## config.mk

```make
export PLATFORM = sky130hd
export DESIGN_NAME = quad_decoder
export DESIGN_NICKNAME = d
export VERILOG_FILES = /design/src/rtl/qdec_pkg.sv /design/src/rtl/qdec_sync_filter.sv /design/src/rtl/quad_decoder.sv
export SDC_FILE = /design/constraint.sdc
export NUM_CORES = 1
export LEC_CHECK = 0
export BUFFER_PORTS_ARGS = -buffer_cell sky130_fd_sc_hd__buf_2
export CAP_MARGIN = 20
export CORE_ASPECT_RATIO = 0.7
export CORE_MARGIN = 5
export CORE_UTILIZATION = 40
export DETAILED_ROUTE_END_ITERATION = 10
export SYNTH_ARGS = -nofsm -noshare
export SYNTH_HDL_FRONTEND = slang
export SYNTH_SLANG_ARGS = --single-unit
```

## constraint.sdc

```tcl
create_clock -name clk -period 4.5 [get_ports clk]
set_input_delay 0.45 -clock clk [delete_from_list [all_inputs] [get_ports clk]]
set_output_delay 0.45 -clock clk [all_outputs]
set_load 0.01 [all_outputs]
```

## src/rtl/qdec_pkg.sv

```systemverilog
`default_nettype none
// ============================================================================
// Module   : qdec_pkg
// Purpose  : Shared types, constants and phase helpers for the quadrature
//            decoder (quad_decoder / qdec_sync_filter).
// Revision : 1.0 - initial release
// ============================================================================
package qdec_pkg;

  // Two-state control FSM, encoded as plain constants
  typedef logic [0:0] qdec_state_t;
  localparam qdec_state_t S_INIT  = 1'b0;
  localparam qdec_state_t S_TRACK = 1'b1;

  // Phase word is {a, b}; forward Gray order is 00 -> 01 -> 11 -> 10 -> 00
  typedef logic [1:0] phase_t;
  localparam phase_t PH_00 = 2'b00;
  localparam phase_t PH_01 = 2'b01;
  localparam phase_t PH_11 = 2'b11;
  localparam phase_t PH_10 = 2'b10;

  // Direction encoding shared with the up/down counter
  localparam logic DIR_UP   = 1'b1;
  localparam logic DIR_DOWN = 1'b0;

  // Flops in each phase synchroniser
  localparam int SYNC_STAGES = 2;

  // Phase that follows p when the encoder turns forward
  function automatic phase_t fwd_next(input phase_t p);
    phase_t n;
    case (p)
      PH_00:   n = PH_01;
      PH_01:   n = PH_11;
      PH_11:   n = PH_10;
      default: n = PH_00;
    endcase
    return n;
  endfunction

  // Phase that follows p when the encoder turns in reverse
  function automatic phase_t rev_next(input phase_t p);
    phase_t n;
    case (p)
      PH_00:   n = PH_10;
      PH_10:   n = PH_11;
      PH_11:   n = PH_01;
      default: n = PH_00;
    endcase
    return n;
  endfunction

endpackage : qdec_pkg
`default_nettype wire

```

## src/rtl/qdec_sync_filter.sv

```systemverilog
`default_nettype none
// ============================================================================
// Module   : qdec_sync_filter
// Purpose  : Brings one asynchronous encoder phase into the clk domain through
//            a SYNC_STAGES-flop synchroniser. With QDEC_FILTER_EN defined, a
//            glitch filter follows: the output only moves after the
//            synchronised input has disagreed with it for FILT_LEN cycles.
// Macro    : QDEC_FILTER_EN (optional glitch filter)
// Revision : 1.0 - initial release
// ============================================================================
module qdec_sync_filter
  import qdec_pkg::*;
`ifdef QDEC_FILTER_EN
  #(parameter int FILT_LEN = 4)
`endif
(
  input  logic clk,
  input  logic rst,
  input  logic raw_i,
  output logic sync_o
);

  logic [SYNC_STAGES-1:0] sync_q;
  logic                   sync_s;

  // Metastability chain: shift the raw pin through SYNC_STAGES flops
  always_ff @(posedge clk) begin
    if (!rst) begin
      sync_q <= '0;
    end else begin
      sync_q <= {sync_q[SYNC_STAGES-2:0], raw_i};
    end
  end

  assign sync_s = sync_q[SYNC_STAGES-1];

`ifdef QDEC_FILTER_EN
  localparam int                CNT_W    = $clog2(FILT_LEN + 1);
  localparam logic [CNT_W-1:0]  CNT_LAST = CNT_W'(FILT_LEN - 1);
  localparam logic [CNT_W-1:0]  CNT_ONE  = CNT_W'(1);

  logic             filt_q, filt_d;
  logic [CNT_W-1:0] cnt_q,  cnt_d;

  // Count consecutive disagreeing cycles; any agreement restarts the count
  always_comb begin
    filt_d = filt_q;
    cnt_d  = '0;
    if (sync_s != filt_q) begin
      if (cnt_q == CNT_LAST) begin
        filt_d = sync_s;
      end else begin
        cnt_d = cnt_q + CNT_ONE;
      end
    end
  end

  // Filter state registers
  always_ff @(posedge clk) begin
    if (!rst) begin
      filt_q <= 1'b0;
      cnt_q  <= '0;
    end else begin
      filt_q <= filt_d;
      cnt_q  <= cnt_d;
    end
  end

  assign sync_o = filt_q;
`else
  assign sync_o = sync_s;
`endif

endmodule : qdec_sync_filter
`default_nettype wire

```

## src/rtl/quad_decoder.sv

```systemverilog
`default_nettype none
// ============================================================================
// Module   : quad_decoder
// Purpose  : Quadrature decoder. Turns asynchronous A/B phases into a
//            one-cycle step pulse, a direction flag (1 = up) and a modular
//            WIDTH-bit position count, with a sticky illegal-transition flag.
// Macro    : QDEC_FILTER_EN (adds a FILT_LEN-cycle glitch filter per phase)
// Revision : 1.0 - initial release
// ============================================================================
module quad_decoder
  import qdec_pkg::*;
#(
  parameter int WIDTH    = 17,
  parameter int FILT_LEN = 4
) (
  input  logic             clk,
  input  logic             rst,
  input  logic             a,
  input  logic             b,
  input  logic             zero,
  output logic             step,
  output logic             dir,
  output logic             err,
  output logic [WIDTH-1:0] pos
);

`ifdef QDEC_FILTER_EN
  localparam int FILT_CYCLES = FILT_LEN;
`else
  // Filter absent: it adds no cycles to start-up
  localparam int FILT_CYCLES = 0 * FILT_LEN;
`endif

  // Start-up waits until the synchroniser (and filter) hold post-reset pin
  // values, so stale reset contents can never be mistaken for a transition.
  localparam int               INIT_CYCLES = SYNC_STAGES + 1 + FILT_CYCLES;
  localparam int               CNT_W       = $clog2(INIT_CYCLES);
  localparam logic [CNT_W-1:0] INIT_LAST   = CNT_W'(INIT_CYCLES - 1);
  localparam logic [CNT_W-1:0] CNT_ONE     = CNT_W'(1);
  localparam logic [WIDTH-1:0] POS_ONE     = WIDTH'(1);

  logic        a_s, b_s;
  phase_t      phase;

  qdec_state_t      state_q,    state_d;
  logic [CNT_W-1:0] init_cnt_q, init_cnt_d;
  phase_t           prev_q,     prev_d;
  logic             step_q,     step_d;
  logic             dir_q,      dir_d;
  logic             err_q,      err_d;
  logic [WIDTH-1:0] pos_q,      pos_d;

`ifdef QDEC_FILTER_EN
  qdec_sync_filter #(.FILT_LEN(FILT_LEN)) u_sync_a (
    .clk(clk), .rst(rst), .raw_i(a), .sync_o(a_s)
  );
  qdec_sync_filter #(.FILT_LEN(FILT_LEN)) u_sync_b (
    .clk(clk), .rst(rst), .raw_i(b), .sync_o(b_s)
  );
`else
  qdec_sync_filter u_sync_a (
    .clk(clk), .rst(rst), .raw_i(a), .sync_o(a_s)
  );
  qdec_sync_filter u_sync_b (
    .clk(clk), .rst(rst), .raw_i(b), .sync_o(b_s)
  );
`endif

  assign phase = {a_s, b_s};

  // Decode: start-up capture of prev, then classify each phase change
  always_comb begin
    state_d    = state_q;
    init_cnt_d = init_cnt_q;
    prev_d     = prev_q;
    step_d     = 1'b0;
    dir_d      = dir_q;
    err_d      = err_q;
    pos_d      = pos_q;

    if (state_q == S_INIT) begin
      if (init_cnt_q == INIT_LAST) begin
        prev_d  = phase;
        state_d = S_TRACK;
      end else begin
        init_cnt_d = init_cnt_q + CNT_ONE;
      end
    end else if (phase != prev_q) begin
      prev_d = phase;
      if (phase == fwd_next(prev_q)) begin
        step_d = 1'b1;
        dir_d  = DIR_UP;
        pos_d  = pos_q + POS_ONE;
      end else if (phase == rev_next(prev_q)) begin
        step_d = 1'b1;
        dir_d  = DIR_DOWN;
        pos_d  = pos_q - POS_ONE;
      end else begin
        // Both phases moved at once: position is unknowable, flag it
        err_d = 1'b1;
      end
    end

    // Clear overrides position and error only; step/dir/FSM carry on
    if (zero) begin
      pos_d = '0;
      err_d = 1'b0;
    end
  end

  // State and output registers
  always_ff @(posedge clk) begin
    if (!rst) begin
      state_q    <= S_INIT;
      init_cnt_q <= '0;
      prev_q     <= PH_00;
      step_q     <= 1'b0;
      dir_q      <= DIR_DOWN;
      err_q      <= 1'b0;
      pos_q      <= '0;
    end else begin
      state_q    <= state_d;
      init_cnt_q <= init_cnt_d;
      prev_q     <= prev_d;
      step_q     <= step_d;
      dir_q      <= dir_d;
      err_q      <= err_d;
      pos_q      <= pos_d;
    end
  end

  assign step = step_q;
  assign dir  = dir_q;
  assign err  = err_q;
  assign pos  = pos_q;

endmodule : quad_decoder
`default_nettype wire

```

==> run metrics <==
status=completed; FFs w/ async S/R, synth=0%; power per cell area=376 nW/um^2; max-slew violation count=0; Req. time, crit path=4640 ps; Min Clock Period, post-route=2960 ps; Netlist cell types=46; total track usage=15.5%; register area share after synthesis=30.6%; Die Y=67.6 microns; Hold Vio Cnt, Final=0; Synth area leaders=dfxtp_1, ha_1, nand2_1; Yosys top cell area share=30.6%; grt total ovfl=0; vias in the first global route=1,610; clock buffer count from CTS=5; most frequent cell after synthesis=nand2_1; total clock sinks=29; Nets=281; vias post-DR=1,695; drt first pass iters=4; core box area=4680 sq um; crit end category=flip-flop; flops & latches, synth=29; Synth Area in Simple Gates=25.0%; Max Buffers Root-to-Sink=2; HPWL Detailed=3.12 mm; Antenna Cells=0; Post-synth top cells=nand2_1, dfxtp_1, a21oi_1, ha_1, nand3_1; CTS tree=yes; Peak VDD IR=210 uV; Port Buffers=24; mux cell area share after synthesis=0.594%; largest net degree at the start of global routing=24; CTS resizes=0; Ports=25; Mean Syn Cell Area=8.03 sq um; DRC=0; hold path cells=2; Synth Area in Adders=12.3%; Min-Delay Path Class=input port to flip-flop; Synth warnings=0; number of post-CTS setup repair buffers=0; Pleak=0.990 nW; Yosys top cell by area=dfxtp_1; first-pass GRT wire length=7.64 mm; Setup Skew=13.7 ps; crit start category=flip-flop; H-tree Lvls=2; initial core utilization=40.5%; Worst slew margin=39.0%; final wirelength=4.36 mm; Tcrit/Tclk final=65.8%; Tightest Pin Transition=914 ps; largest family of logic cells by synthesized area=simple AND/OR/NAND/NOR gates; Avg WL per Cell=13.8 microns; cell count of the worst reg-to-reg path=10; Arr. time, crit path=3100 ps; Die ar.=6240 sq um; area grow syn2layout=14.7%; clk slew on worst S/H paths=80 ps; Die Wd=92.3 microns; setup TNS=0 ps; crit-path max FO=20; EDFF count, synth=0; CTS Root Cell=clkbuf_8; Mapped Area=1900 sq um; Max-Cap Viols=0; Synth Area in XOR/XNOR=5.54%; Compound-Gate Fraction of Synth Area=21.1%; RSZ-0062 raised after global routing=no; Placer Congestion=0.887; via/cell ratio=5.36; Clock Latency Late Sink=290 ps; Fmax=338 MHz; Final ANT Viol Nets=0; layout cells sized above 1=15.4%; Synthesized Nets=259; Most used DFF post-synth=dfxtp_1; DRT iter0 DRCs=85; Hold Slack=366 ps; post-synthesis cell count=236; WS Path Type=flip-flop to flip-flop; hold_buf cts=0; Rows=21; Final Setup Violations=0; initial antenna violation count=0
cell families after synthesis:
group,count (synthesis)
adders and majority gates,18
AOI/OAI and AO/OA,59
DFF,29
buffers and inverters,23
and+or+nand+nor,94
muxes,1
xor gates and xnor gates,12
state kept, by name, summed over array words and instances, names as in the netlist:
signal	cells
err	1
pos	17
dir	1
step	1
init_cnt_q	2
u_sync_b.sync_q	2
u_sync_a.sync_q	2
state_q	1
prev_q	2
power breakdown:
part	total, W	internal (W)	switching (W)
Combinational	0.000235	0.0000893	0.000145
Sequential	0.000292	0.000276	0.0000156
Clock	0.000291	0.000180	0.000111
Total	0.000818	0.000545	0.000272
through the flow:
stage	setup WS [ps]	cells	power, W	cell area, sq um	utilization, %
floorplan	1920	236	0.000481	1900	-
global placement	1650	308	0.000528	2050	43.9
detailed placement	1570	308	0.000531	2050	43.9
CTS	1540	316	0.000824	2170	46.5
global route	1280	316	0.000875	2170	46.5
finish	1540	316	0.000818	2170	46.5
worst max-delay path: stages (launching register included):
cell       delay, ps
dfxtp_1          340
xor2_1           190
nand2_2          360
inv_4             90
fa_1             420
nand3b_1         220
a31o_2           280
a21oi_2          260
a2111oi_0        160
nor4b_1          330
o221ai_1         170
layout by cell type (no fill, tap or decap), drive strengths merged, types with 3 or more instances in the layout:
master,netlist,final
nand2,31,31
nand3,17,17
xor2,4,4
o21bai,3,3
a21o,4,4
nor3,3,3
a21boi,4,4
and2,6,6
or4,4,4
inv,13,13
ha,17,17
or3,3,3
dfxtp,29,29
nand4,8,8
nor2,11,11
nand3b,3,3
buf,5,25
clkbuf,5,6
xnor2,8,8
a21oi,20,20
a211oi,3,3
o21ai,8,8
a31oi,3,3
final timing paths:
path | slack (ps) | startpoint | to
worst max-delay path | 1540 | prev_q[1]$_SDFFE_PN0P_ | pos[16]$_SDFFE_PP0P_
worst min-delay path | 370 | a | u_sync_a.sync_q[0]$_SDFF_PN0_
worst max register to register | 1540 | prev_q[1]$_SDFFE_PN0P_ | pos[16]$_SDFFE_PP0P_
worst min register to register | 430 | u_sync_a.sync_q[0]$_SDFF_PN0_ | u_sync_a.sync_q[1]$_SDFF_PN0_
area by class of cell:
cell class,count,area (sq um)
fill,477,2500
clock inverter,2,37.5
multi-input combinational,184,1220
clock buffer,6,82.6
inverter,13,51.3
tap,57,71.3
timing repair buffer,25,128
sequential,29,581
layer usage:
layer  wire length [microns]  global-route usage, %  vias up
met5                       0                      0        -
met4                      31                   5.93        0
met3                     183                   4.12        4
met2                    1650                   21.5       33
met1                    2500                   22.5      752
li1                        -                      -      906
(Power assumes the default switching activity.)
